### config.mk
export PLATFORM = sky130hd
export DESIGN_NAME = lc3_control_out_driver_flat
export DESIGN_NICKNAME = d
export VERILOG_FILES = /design/src/rtl/lc3_control_out_driver_pkg.sv /design/src/rtl/lc3_control_out_driver_if.sv /design/src/rtl/lc3_control_out_driver_bypass.sv /design/src/rtl/lc3_control_out_driver.sv /design/src/flat_wrapper.sv
export SDC_FILE = /design/constraint.sdc
export NUM_CORES = 1
export LEC_CHECK = 0
export CORE_MARGIN = 2
export CORE_UTILIZATION = 33
export CTS_CLUSTER_DIAMETER = 120
export DETAILED_ROUTE_END_ITERATION = 10
export PLACE_DENSITY = 0.84
export SLEW_MARGIN = 20
export SYNTH_ARGS = -nofsm -noshare
export SYNTH_HDL_FRONTEND = slang
export SYNTH_SLANG_ARGS = --single-unit
export TNS_END_PERCENT = 100
### constraint.sdc
create_clock -name clock -period 1.45 [get_ports clock]
set_clock_uncertainty 0.05 [all_clocks]
set_input_delay 0.29 -clock clock [delete_from_list [all_inputs] [get_ports clock]]
set_output_delay 0.29 -clock clock [all_outputs]
set_load 0.01 [all_outputs]
### src/rtl/lc3_control_out_driver_pkg.sv
//------------------------------------------------------------------------------
// control_out_pkg_hdl
// Shared types and opcode classifiers for the LC3 control_out driver.
//   lc3_opcode_t  : the 16 LC3 opcodes (instruction bits [15:12])
//   mem_state_t   : memory-access sequencer state (READ/READ_IND/WRITE/IDLE)
//   fetch_state_t : fetch FSM state (RUN / BR_WAIT)
//   BR_BUBBLE_DEF : default number of fetch bubbles after a control-flow fetch
//------------------------------------------------------------------------------
package control_out_pkg_hdl;

  typedef enum logic [3:0] {
    OP_BR   = 4'b0000,
    OP_ADD  = 4'b0001,
    OP_LD   = 4'b0010,
    OP_ST   = 4'b0011,
    OP_JSR  = 4'b0100,
    OP_AND  = 4'b0101,
    OP_LDR  = 4'b0110,
    OP_STR  = 4'b0111,
    OP_RTI  = 4'b1000,
    OP_NOT  = 4'b1001,
    OP_LDI  = 4'b1010,
    OP_STI  = 4'b1011,
    OP_JMP  = 4'b1100,
    OP_RES  = 4'b1101,
    OP_LEA  = 4'b1110,
    OP_TRAP = 4'b1111
  } lc3_opcode_t;

  typedef enum logic [1:0] {
    READ     = 2'd0,
    READ_IND = 2'd1,
    WRITE    = 2'd2,
    IDLE     = 2'd3
  } mem_state_t;

  typedef enum logic {
    FETCH_RUN     = 1'b0,
    FETCH_BR_WAIT = 1'b1
  } fetch_state_t;

  localparam int BR_BUBBLE_DEF   = 3;
  localparam int STALL_CNT_W_DEF = 16;

  // Opcodes that occupy the memory stage for one or more accesses.
  function automatic logic is_mem_op(input logic [3:0] op);
    logic r;
    case (op)
      OP_LD, OP_LDR, OP_LDI, OP_ST, OP_STR, OP_STI: r = 1'b1;
      default:                                      r = 1'b0;
    endcase
    return r;
  endfunction

  // Opcodes whose result comes from memory (mem bypass sources).
  function automatic logic is_load_op(input logic [3:0] op);
    logic r;
    case (op)
      OP_LD, OP_LDR, OP_LDI: r = 1'b1;
      default:               r = 1'b0;
    endcase
    return r;
  endfunction

  // Opcodes whose result comes from the ALU (alu bypass sources).
  function automatic logic is_alu_op(input logic [3:0] op);
    logic r;
    case (op)
      OP_ADD, OP_AND, OP_NOT: r = 1'b1;
      default:                r = 1'b0;
    endcase
    return r;
  endfunction

  // Control-flow opcodes that force fetch bubbles.
  function automatic logic is_ctrl_op(input logic [3:0] op);
    logic r;
    case (op)
      OP_BR, OP_JMP: r = 1'b1;
      default:       r = 1'b0;
    endcase
    return r;
  endfunction

  // First memory-sequencer state for a memory opcode.
  function automatic mem_state_t first_mem_state(input logic [3:0] op);
    mem_state_t r;
    case (op)
      OP_LD, OP_LDR:  r = READ;
      OP_LDI, OP_STI: r = READ_IND;
      OP_ST, OP_STR:  r = WRITE;
      default:        r = IDLE;
    endcase
    return r;
  endfunction

endpackage

### src/rtl/lc3_control_out_driver_if.sv
//------------------------------------------------------------------------------
// lc3_control_out_driver_if
// The control_out bundle from the pipeline controller to the LC3 datapath.
//   enable_*        : per-stage enables (updatePC, fetch, decode, execute, writeback)
//   br_taken        : select branch target for the PC
//   bypass_alu_1/2  : forward ALU result to operand 1/2
//   bypass_mem_1/2  : forward memory data to operand 1/2
//   mem_state       : 0 read, 1 indirect-address read, 2 write, 3 idle
// Modports: master (controller, drives), slave (datapath, receives).
//------------------------------------------------------------------------------
interface lc3_control_out_driver_if;
  import control_out_pkg_hdl::*;

  logic       enable_updatePC;
  logic       enable_fetch;
  logic       enable_decode;
  logic       enable_execute;
  logic       enable_writeback;
  logic       br_taken;
  logic       bypass_alu_1;
  logic       bypass_alu_2;
  logic       bypass_mem_1;
  logic       bypass_mem_2;
  logic [1:0] mem_state;

  modport master (
    output enable_updatePC, enable_fetch, enable_decode, enable_execute,
           enable_writeback, br_taken, bypass_alu_1, bypass_alu_2,
           bypass_mem_1, bypass_mem_2, mem_state
  );

  modport slave (
    input enable_updatePC, enable_fetch, enable_decode, enable_execute,
          enable_writeback, br_taken, bypass_alu_1, bypass_alu_2,
          bypass_mem_1, bypass_mem_2, mem_state
  );

endinterface

### src/rtl/lc3_control_out_driver_bypass.sv
//------------------------------------------------------------------------------
// lc3_bypass_detect
// Combinational operand-forwarding detection between the instruction in
// execute (producer) and the instruction in decode (consumer).
//   IR            in  16  instruction in decode
//   IR_Exec       in  16  instruction in execute
//   enable_decode in   1  decode enable; all bypasses are 0 while low
//   bypass_alu_1/2 out 1  forward ALU result to operand 1/2
//   bypass_mem_1/2 out 1  forward memory data to operand 1/2
//------------------------------------------------------------------------------
module lc3_bypass_detect
  import control_out_pkg_hdl::*;
(
  input  logic [15:0] IR,
  input  logic [15:0] IR_Exec,
  input  logic        enable_decode,
  output logic        bypass_alu_1,
  output logic        bypass_alu_2,
  output logic        bypass_mem_1,
  output logic        bypass_mem_2
);

  logic alu_src_s;
  logic ld_src_s;
  logic src1_hit_s;
  logic src2_hit_s;
  logic unused_bits_s;

  // Register compares; operand 2 forwards only for register-mode ADD/AND and
  // additionally requires the operand-1 match.
  always_comb begin
    alu_src_s  = is_alu_op(IR_Exec[15:12]);
    ld_src_s   = is_load_op(IR_Exec[15:12]);
    src1_hit_s = (IR_Exec[11:9] == IR[8:6]);
    src2_hit_s = src1_hit_s
               && ((IR[15:12] == OP_ADD) || (IR[15:12] == OP_AND))
               && (IR[5] == 1'b0)
               && (IR_Exec[11:9] == IR[2:0]);
    if (enable_decode) begin
      bypass_alu_1 = alu_src_s && src1_hit_s;
      bypass_alu_2 = alu_src_s && src2_hit_s;
      bypass_mem_1 = ld_src_s && src1_hit_s;
      bypass_mem_2 = ld_src_s && src2_hit_s;
    end else begin
      bypass_alu_1 = 1'b0;
      bypass_alu_2 = 1'b0;
      bypass_mem_1 = 1'b0;
      bypass_mem_2 = 1'b0;
    end
  end

  assign unused_bits_s = ^{IR[11:9], IR[4:3], IR_Exec[8:0]};

endmodule

### src/rtl/lc3_control_out_driver.sv
//------------------------------------------------------------------------------
// lc3_control_out_driver
// Pipeline sequencer for the five-stage LC3: stage enables, memory-access
// sequencing, fetch bubbles after control flow, branch-taken and bypasses.
//   clock          in   1  pipeline clock, rising edge
//   reset          in   1  synchronous, active-high reset
//   complete_data  in   1  memory stage finished the current access
//   complete_instr in   1  instruction memory returned IMem_dout
//   IMem_dout      in  16  instruction word being fetched
//   IR             in  16  instruction in decode
//   IR_Exec        in  16  instruction in execute
//   NZP            in   3  condition codes from writeback
//   co             master  control_out bundle (enables, br_taken, bypass, mem_state)
//   stall_count    out STALL_CNT_W  (only with CONTROL_OUT_STALL_CNT_EN)
// Optional feature macro: CONTROL_OUT_STALL_CNT_EN adds a saturating counter of
// cycles spent in a memory stall or a branch wait.
//------------------------------------------------------------------------------
module lc3_control_out_driver
  import control_out_pkg_hdl::*;
#(
  parameter int BR_BUBBLE   = BR_BUBBLE_DEF,
  parameter int STALL_CNT_W = STALL_CNT_W_DEF
) (
  input  logic                         clock,
  input  logic                         reset,
  input  logic                         complete_data,
  input  logic                         complete_instr,
  input  logic [15:0]                  IMem_dout,
  input  logic [15:0]                  IR,
  input  logic [15:0]                  IR_Exec,
  input  logic [2:0]                   NZP,
  lc3_control_out_driver_if.master     co
`ifdef CONTROL_OUT_STALL_CNT_EN
  ,
  output logic [STALL_CNT_W-1:0]       stall_count
`endif
);

  localparam int CNT_W = (BR_BUBBLE > 1) ? $clog2(BR_BUBBLE + 1) : 1;
  localparam logic [CNT_W-1:0] BUBBLE_LOAD = CNT_W'(BR_BUBBLE);
  localparam logic [CNT_W-1:0] CNT_ONE     = CNT_W'(1);

  // fill_q[0] = fetch/updatePC, [1] = decode, [2] = execute, [3] = writeback
  logic [3:0]       fill_q, fill_d;
  mem_state_t       mem_state_q, mem_state_d;
  logic             stall_done_q, stall_done_d;
  fetch_state_t     fetch_q, fetch_d;
  logic [CNT_W-1:0] bubble_q, bubble_d;
  logic             br_val_q, br_val_d;
  logic             br_taken_q, br_taken_d;

  logic mem_idle_s;
  logic mem_trigger_s;
  logic advance_s;
  logic fetch_next_s;
  logic br_now_s;
  logic br_calc_s;
  logic br_pick_s;
  logic leave_wait_s;
  logic unused_in_s;

  // Stall trigger and global advance qualifier. stall_done_q suppresses a
  // second trigger by the same (still held) instruction once its access ends.
  always_comb begin
    mem_idle_s    = (mem_state_q == IDLE);
    mem_trigger_s = mem_idle_s && fill_q[2] && !stall_done_q
                  && is_mem_op(IR_Exec[15:12]);
    advance_s     = mem_idle_s && !mem_trigger_s;
  end

  // Memory-access sequencer next state.
  always_comb begin
    mem_state_d  = mem_state_q;
    stall_done_d = stall_done_q;
    case (mem_state_q)
      IDLE: begin
        if (mem_trigger_s) begin
          mem_state_d = first_mem_state(IR_Exec[15:12]);
        end else if (advance_s) begin
          stall_done_d = 1'b0;
        end else begin
          stall_done_d = stall_done_q;
        end
      end
      READ_IND: begin
        // IR_Exec is held during the stall, so it still selects LDI vs STI.
        if (complete_data) begin
          mem_state_d = (IR_Exec[15:12] == OP_STI) ? WRITE : READ;
        end else begin
          mem_state_d = mem_state_q;
        end
      end
      READ, WRITE: begin
        if (complete_data) begin
          mem_state_d  = IDLE;
          stall_done_d = 1'b1;
        end else begin
          mem_state_d = mem_state_q;
        end
      end
      default: begin
        mem_state_d = IDLE;
      end
    endcase
  end

  // Fetch FSM next state; only moves on unstalled cycles.
  always_comb begin
    fetch_d  = fetch_q;
    bubble_d = bubble_q;
    case (fetch_q)
      FETCH_RUN: begin
        if (advance_s && fill_q[0] && is_ctrl_op(IMem_dout[15:12])) begin
          fetch_d  = FETCH_BR_WAIT;
          bubble_d = BUBBLE_LOAD;
        end else begin
          fetch_d = FETCH_RUN;
        end
      end
      FETCH_BR_WAIT: begin
        if (advance_s) begin
          if (bubble_q == CNT_ONE) begin
            fetch_d = FETCH_RUN;
          end else begin
            bubble_d = bubble_q - CNT_ONE;
          end
        end else begin
          fetch_d = FETCH_BR_WAIT;
        end
      end
      default: begin
        fetch_d = FETCH_RUN;
      end
    endcase
  end

  // Fetch FSM output: value shifted into the fill register for fetch/updatePC.
  always_comb begin
    fetch_next_s = (fetch_d == FETCH_RUN);
  end

  // Fill shift register: bubbles travel downstream, frozen while stalled.
  always_comb begin
    if (advance_s) begin
      fill_d = {fill_q[2:0], fetch_next_s};
    end else begin
      fill_d = fill_q;
    end
  end

  // Branch resolution: latch the decision while the branch is in execute and
  // present it on the first RUN cycle after the wait.
  always_comb begin
    br_now_s     = (fetch_q == FETCH_BR_WAIT) && advance_s && fill_q[2]
                 && is_ctrl_op(IR_Exec[15:12]);
    br_calc_s    = (IR_Exec[15:12] == OP_JMP) ? 1'b1 : |(IR_Exec[11:9] & NZP);
    br_pick_s    = br_now_s ? br_calc_s : br_val_q;
    leave_wait_s = (fetch_q == FETCH_BR_WAIT) && (fetch_d == FETCH_RUN);
    if (leave_wait_s) begin
      br_val_d   = 1'b0;
      br_taken_d = br_pick_s;
    end else if (advance_s) begin
      br_val_d   = br_pick_s;
      br_taken_d = 1'b0;
    end else begin
      br_val_d   = br_val_q;
      br_taken_d = br_taken_q;
    end
  end

  // Pipeline state registers.
  always_ff @(posedge clock) begin
    if (reset) begin
      fill_q       <= 4'b0000;
      mem_state_q  <= IDLE;
      stall_done_q <= 1'b0;
      br_val_q     <= 1'b0;
      br_taken_q   <= 1'b0;
    end else begin
      fill_q       <= fill_d;
      mem_state_q  <= mem_state_d;
      stall_done_q <= stall_done_d;
      br_val_q     <= br_val_d;
      br_taken_q   <= br_taken_d;
    end
  end

  // Fetch FSM state register.
  always_ff @(posedge clock) begin
    if (reset) begin
      fetch_q  <= FETCH_RUN;
      bubble_q <= {CNT_W{1'b0}};
    end else begin
      fetch_q  <= fetch_d;
      bubble_q <= bubble_d;
    end
  end

  // Outputs: enables and br_taken read as 0 while a memory access is pending.
  assign co.enable_updatePC  = fill_q[0] & mem_idle_s;
  assign co.enable_fetch     = fill_q[0] & mem_idle_s;
  assign co.enable_decode    = fill_q[1] & mem_idle_s;
  assign co.enable_execute   = fill_q[2] & mem_idle_s;
  assign co.enable_writeback = fill_q[3] & mem_idle_s;
  assign co.br_taken         = br_taken_q & mem_idle_s;
  assign co.mem_state        = mem_state_q;

  lc3_bypass_detect u_bypass (
    .IR            (IR),
    .IR_Exec       (IR_Exec),
    .enable_decode (fill_q[1] & mem_idle_s),
    .bypass_alu_1  (co.bypass_alu_1),
    .bypass_alu_2  (co.bypass_alu_2),
    .bypass_mem_1  (co.bypass_mem_1),
    .bypass_mem_2  (co.bypass_mem_2)
  );

`ifdef CONTROL_OUT_STALL_CNT_EN
  logic [STALL_CNT_W-1:0] stall_cnt_q, stall_cnt_d;
  logic                   complete_instr_q;

  // Saturating count of memory-stall and branch-wait cycles.
  always_comb begin
    stall_cnt_d = stall_cnt_q;
    if (((mem_state_q != IDLE) || (fetch_q == FETCH_BR_WAIT))
        && (stall_cnt_q != {STALL_CNT_W{1'b1}})) begin
      stall_cnt_d = stall_cnt_q + {{(STALL_CNT_W-1){1'b0}}, 1'b1};
    end else begin
      stall_cnt_d = stall_cnt_q;
    end
  end

  // Stall counter and registered instruction-complete flag.
  always_ff @(posedge clock) begin
    if (reset) begin
      stall_cnt_q      <= {STALL_CNT_W{1'b0}};
      complete_instr_q <= 1'b0;
    end else begin
      stall_cnt_q      <= stall_cnt_d;
      complete_instr_q <= complete_instr;
    end
  end

  assign stall_count = stall_cnt_q;
  assign unused_in_s = ^{IMem_dout[11:0], complete_instr_q};
`else
  assign unused_in_s = ^{IMem_dout[11:0], complete_instr};
`endif

endmodule

### src/flat_wrapper.sv
// flat-port wrapper written by rule: the top's interface ports become plain ports
module lc3_control_out_driver_flat import control_out_pkg_hdl::*;
#(
  parameter int BR_BUBBLE   = BR_BUBBLE_DEF,
  parameter int STALL_CNT_W = STALL_CNT_W_DEF
)
  (clock, reset, complete_data, complete_instr, IMem_dout, IR, IR_Exec, NZP, co_enable_updatePC, co_enable_fetch, co_enable_decode, co_enable_execute, co_enable_writeback, co_br_taken, co_bypass_alu_1, co_bypass_alu_2, co_bypass_mem_1, co_bypass_mem_2, co_mem_state);
  lc3_control_out_driver_if co_i ();
  input  logic clock;
  input  logic reset;
  input  logic complete_data;
  input  logic complete_instr;
  input  logic [15:0] IMem_dout;
  input  logic [15:0] IR;
  input  logic [15:0] IR_Exec;
  input  logic [2:0] NZP;
  output wire logic [$bits(co_i.enable_updatePC)-1:0] co_enable_updatePC;
  output wire logic [$bits(co_i.enable_fetch)-1:0] co_enable_fetch;
  output wire logic [$bits(co_i.enable_decode)-1:0] co_enable_decode;
  output wire logic [$bits(co_i.enable_execute)-1:0] co_enable_execute;
  output wire logic [$bits(co_i.enable_writeback)-1:0] co_enable_writeback;
  output wire logic [$bits(co_i.br_taken)-1:0] co_br_taken;
  output wire logic [$bits(co_i.bypass_alu_1)-1:0] co_bypass_alu_1;
  output wire logic [$bits(co_i.bypass_alu_2)-1:0] co_bypass_alu_2;
  output wire logic [$bits(co_i.bypass_mem_1)-1:0] co_bypass_mem_1;
  output wire logic [$bits(co_i.bypass_mem_2)-1:0] co_bypass_mem_2;
  output wire logic [$bits(co_i.mem_state)-1:0] co_mem_state;
  assign co_enable_updatePC = co_i.enable_updatePC;
  assign co_enable_fetch = co_i.enable_fetch;
  assign co_enable_decode = co_i.enable_decode;
  assign co_enable_execute = co_i.enable_execute;
  assign co_enable_writeback = co_i.enable_writeback;
  assign co_br_taken = co_i.br_taken;
  assign co_bypass_alu_1 = co_i.bypass_alu_1;
  assign co_bypass_alu_2 = co_i.bypass_alu_2;
  assign co_bypass_mem_1 = co_i.bypass_mem_1;
  assign co_bypass_mem_2 = co_i.bypass_mem_2;
  assign co_mem_state = co_i.mem_state;
  lc3_control_out_driver #(.BR_BUBBLE(BR_BUBBLE), .STALL_CNT_W(STALL_CNT_W)) u_core (.clock(clock), .reset(reset), .complete_data(complete_data), .complete_instr(complete_instr), .IMem_dout(IMem_dout), .IR(IR), .IR_Exec(IR_Exec), .NZP(NZP), .co(co_i));
endmodule
==> impl_metrics.sql <==
INSERT INTO impl_metrics (metric_group, metric, value, unit) VALUES
('clock_tree', 'cts_buffer_depth', '2', ''),
('placed_design', 'place_congestion', '0.782', ''),
('route', 'detail_route.wl_per_cell', '16.0', 'um'),
('global_routing', 'grt_pass1_wl', '4.72', 'mm'),
('route', 'number_of_design_rule_violations_left_after_detail_routing', '0', ''),
('clock_tree', 'path_clk_slew', '80', 'ps'),
('global_routing', 'grt_use_met3', '1.64', '%'),
('power_and_ir_drop', 'power_density_over_the_cells', '888', 'nW/um2'),
('timing', 'timing.max_slew.rel_slack', '77.1', '%'),
('power_and_ir_drop', 'finalPower', '1.38', 'mW'),
('placed_design', 'number_of_i_o_port_buffers', '38', ''),
('yosys', 'synth_flop_cell', 'sky130_fd_sc_hd__dfxtp_1', ''),
('setup_path', 'worstPathBufferInverterCount', '2', ''),
('timing', 'period_needed', '1900', 'ps'),
('timing', 'max_slew.worst_pin.slew', '342', 'ps'),
('yosys', 'synth_top_cell_area_share', '27.6', '%'),
('global_routing', 'grt_antenna_before_repair', '0', ''),
('finish', 'areaGrowthSynthToFinish', '78.0', '%'),
('floorplan', 'chipHeight', '55.4', 'um'),
('route', 'dr_total_vias', '1029', ''),
('clock_tree', 'number_of_buffers_added_by_the_clock_tree_synthesis_step', '3', ''),
('power_and_ir_drop', 'max-vdd-ir-drop', '0.546', 'mV'),
('route', 'wirelength', '3.03', 'mm'),
('yosys', 'synthMostInstantiatedCell', 'sky130_fd_sc_hd__dfxtp_1', ''),
('setup_path', 'worst_path_largest_cell_delay', '360', 'ps'),
('yosys', 'share_of_synthesized_flip_flops_with_an_asynchronous_set_or_reset', '0', '%'),
('floorplan', 'coreArea', '2500', 'um2'),
('setup_path', 'crit_path_launch_type', 'flop', ''),
('setup_path', 'cp_top_family', 'simple AND/OR/NAND/NOR gates', ''),
('outcome', 'violations', 'setup timing', ''),
('placed_design', 'dp_wirelength', '2.18', 'mm'),
('global_routing', 'top_usage_layer', 'met2', ''),
('route', 'dr.first_iter.drc_count', '60', ''),
('clock_tree', 'clk-insertion-delay-late', '290', 'ps'),
('yosys', 'synth.net_count', '151', ''),
('finish', 'n_fill_cell', '206', ''),
('timing', 'timing.final.ws_setup', '-454', 'ps'),
('yosys', 'seq_area_frac_synth', '27.6', '%'),
('clock_tree', 'cts_tree', 'built', ''),
('global_routing', 'globalRouteTotalUtil', '19.2', '%'),
('yosys', 'syn_area', '871', 'um2'),
('yosys', 'yosys_register_bits', '12', ''),
('clock_tree', 'postCtsHoldBufs', '0', ''),
('global_routing', 'via_count_of_the_first_global_routing_pass', '1077', ''),
('yosys', 'synthTopCellsByCount', '12 x sky130_fd_sc_hd__dfxtp_1, 7 x sky130_fd_sc_hd__xnor2_1, 6 x sky130_fd_sc_hd__a21oi_1', ''),
('route', 'route.detailed.vias_per_inst', '5.42', ''),
('setup_path', 'worst_ep_required_time', '1110', 'ps'),
('timing', 'worst_hold_slack', '474', 'ps'),
('setup_path', 'crit_fanout', '3', ''),
('finish', 'layout-drive-gt1-share', '43.1', '%'),
('global_routing', 'grt_use_met1', '20.1', '%'),
('timing', 'finalSetupViolations', '18', ''),
('yosys', 'synth.yosys.warnings', '0', ''),
('yosys', 'synth_largest_area_cell', 'sky130_fd_sc_hd__dfxtp_1', ''),
('finish', 'nets', '217', ''),
('outcome', 'outcome', 'finished, violations left', ''),
('setup_path', 'critical-path-slowest-cell', 'sky130_fd_sc_hd__dfxtp_2', ''),
('clock_tree', 'cts_htree_levels', '1', ''),
('timing', 'rsz0062_at_grt', 'yes', ''),
('route', 'drtPass1Iterations', '4', ''),
('power_and_ir_drop', 'power_leakage', '0.686', 'nW'),
('timing', 'finalHoldViolCount', '0', ''),
('floorplan', 'io_pins', '67', ''),
('setup_path', 'timing.critical_path.to_type', 'output port', ''),
('setup_path', 'critical_path_arrival', '1560', 'ps'),
('route', 'route.antenna.remaining_nets', '0', ''),
('clock_tree', 'cts-root-buf', 'sky130_fd_sc_hd__clkbuf_4', ''),
('timing', 'layout_worst_path_cycle_share', '131', '%'),
('placed_design', 'dp_cells', '178', ''),
('setup_path', 'cells_traversed_along_the_worst_timing_path', 'and3_4 -> nand4_1 -> nor2_2 -> buf_4 -> nor2b_4 -> buf_6', ''),
('global_routing', 'grt_max_degree', '13', '');
-- metrics by stage --
step	cell area [um2]	setup WS [ps]
final	1550	-454
after global placement	1430	-883
after detailed placement	1430	-956
after CTS	1500	-394
after global routing	1550	-521
after floorplan	902	-80.1
-- cell usage in the layout (no fill, tap or decap), drive strengths merged, types with 2 or more instances in the layout --
master and n:
o21ai 3, dfxtp 12, nand3 4, nand3b 2, clkdlybuf4s15 2, nor3 2
nor2 4, nand2b 4, nand4 2, nand2 6, inv 3, a211oi 3
and3 5, a21oi 7, dlymetal6s2s 2, clkdlybuf4s50 15, nor2b 4, o41ai 2
dlygate4sd2 13, a31oi 2, clkbuf 4, buf 34, a311oi 2, xnor2 7
-- final timing paths --
check | start | to | slack (ps) | depth (start not counted)
setup / recovery | u_core.fill_q[1]$_SDFFE_PP0N_ | co_bypass_alu_2 | -450 | 6
hold / removal | u_core.br_val_q$_SDFFE_PP0N_ | u_core.br_val_q$_SDFFE_PP0N_ | 470 | 2
setup reg to reg | u_core.co.mem_state[1]$_SDFFE_PP1P_ | u_core.br_taken_q$_SDFFE_PP0P_ | -80 | 6
hold reg to reg | u_core.br_val_q$_SDFFE_PP0N_ | u_core.br_val_q$_SDFFE_PP0N_ | 470 | 2
-- power by group --
part / leakage [nW] / switching [mW] / internal, mW
clock: 0.0210 / 0.136 / 0.153
sequential: 0.0982 / 0.0349 / 0.374
combinational: 0.567 / 0.295 / 0.384
-- state kept, by name (all words and copies together) (netlist names) --
| register | count |
|---|---|
| u_core.fetch_q | 1 |
| u_core.bubble_q | 2 |
| u_core.br_val_q | 1 |
| u_core.co.mem_state | 2 |
| u_core.br_taken_q | 1 |
| u_core.fill_q | 4 |
| u_core.stall_done_q | 1 |
-- area by class of cell --
cell class / instances / area, um2 / share of cell area [%]
multi-input combinational: 75 / 634 / 40.9
inverter: 3 / 11.3 / 0.726
tap: 30 / 37.5 / 2.42
clock buffer: 4 / 36.3 / 2.34
sequential: 12 / 248 / 16.0
timing repair buffer: 66 / 583 / 37.6
-- worst register-to-register path, cell delays in order, from the launching register on --
cell and delay (ps):
sky130_fd_sc_hd__dfxtp_4 350, sky130_fd_sc_hd__buf_4 160, sky130_fd_sc_hd__nand2_1 120, sky130_fd_sc_hd__a31oi_4 320
sky130_fd_sc_hd__buf_6 180, sky130_fd_sc_hd__nand3b_1 150, sky130_fd_sc_hd__o41ai_2 90
-- cell families (layout without fill, tap and decap cells) --
family	count (synthesis)	count (layout)	synth area share, %
and+or+nand+nor	41	41	30.6
AOI/OAI and AO/OA	24	24	26.3
DFF	12	12	27.6
xor gates and xnor gates	8	8	8.05
buffers and inverters	8	73	4.88
adders and majority gates	1	1	1.44
muxes	1	1	1.15
-- per-layer routing --
metal	up-vias	wire (um)
met5	-	0
li1	486	-
met1	494	1160
met3	14	99
met2	35	1600
met4	0	176
-- what timing repair did --
action | CTS | global route
resized for setup | 49 | 12
pin swaps | 10 | 2
setup buffers | 7 | 3
setup endpoints to repair | 18 | 20
endpoints found under the hold margin | 0 | 0
Power figures use the tool's default switching activity.
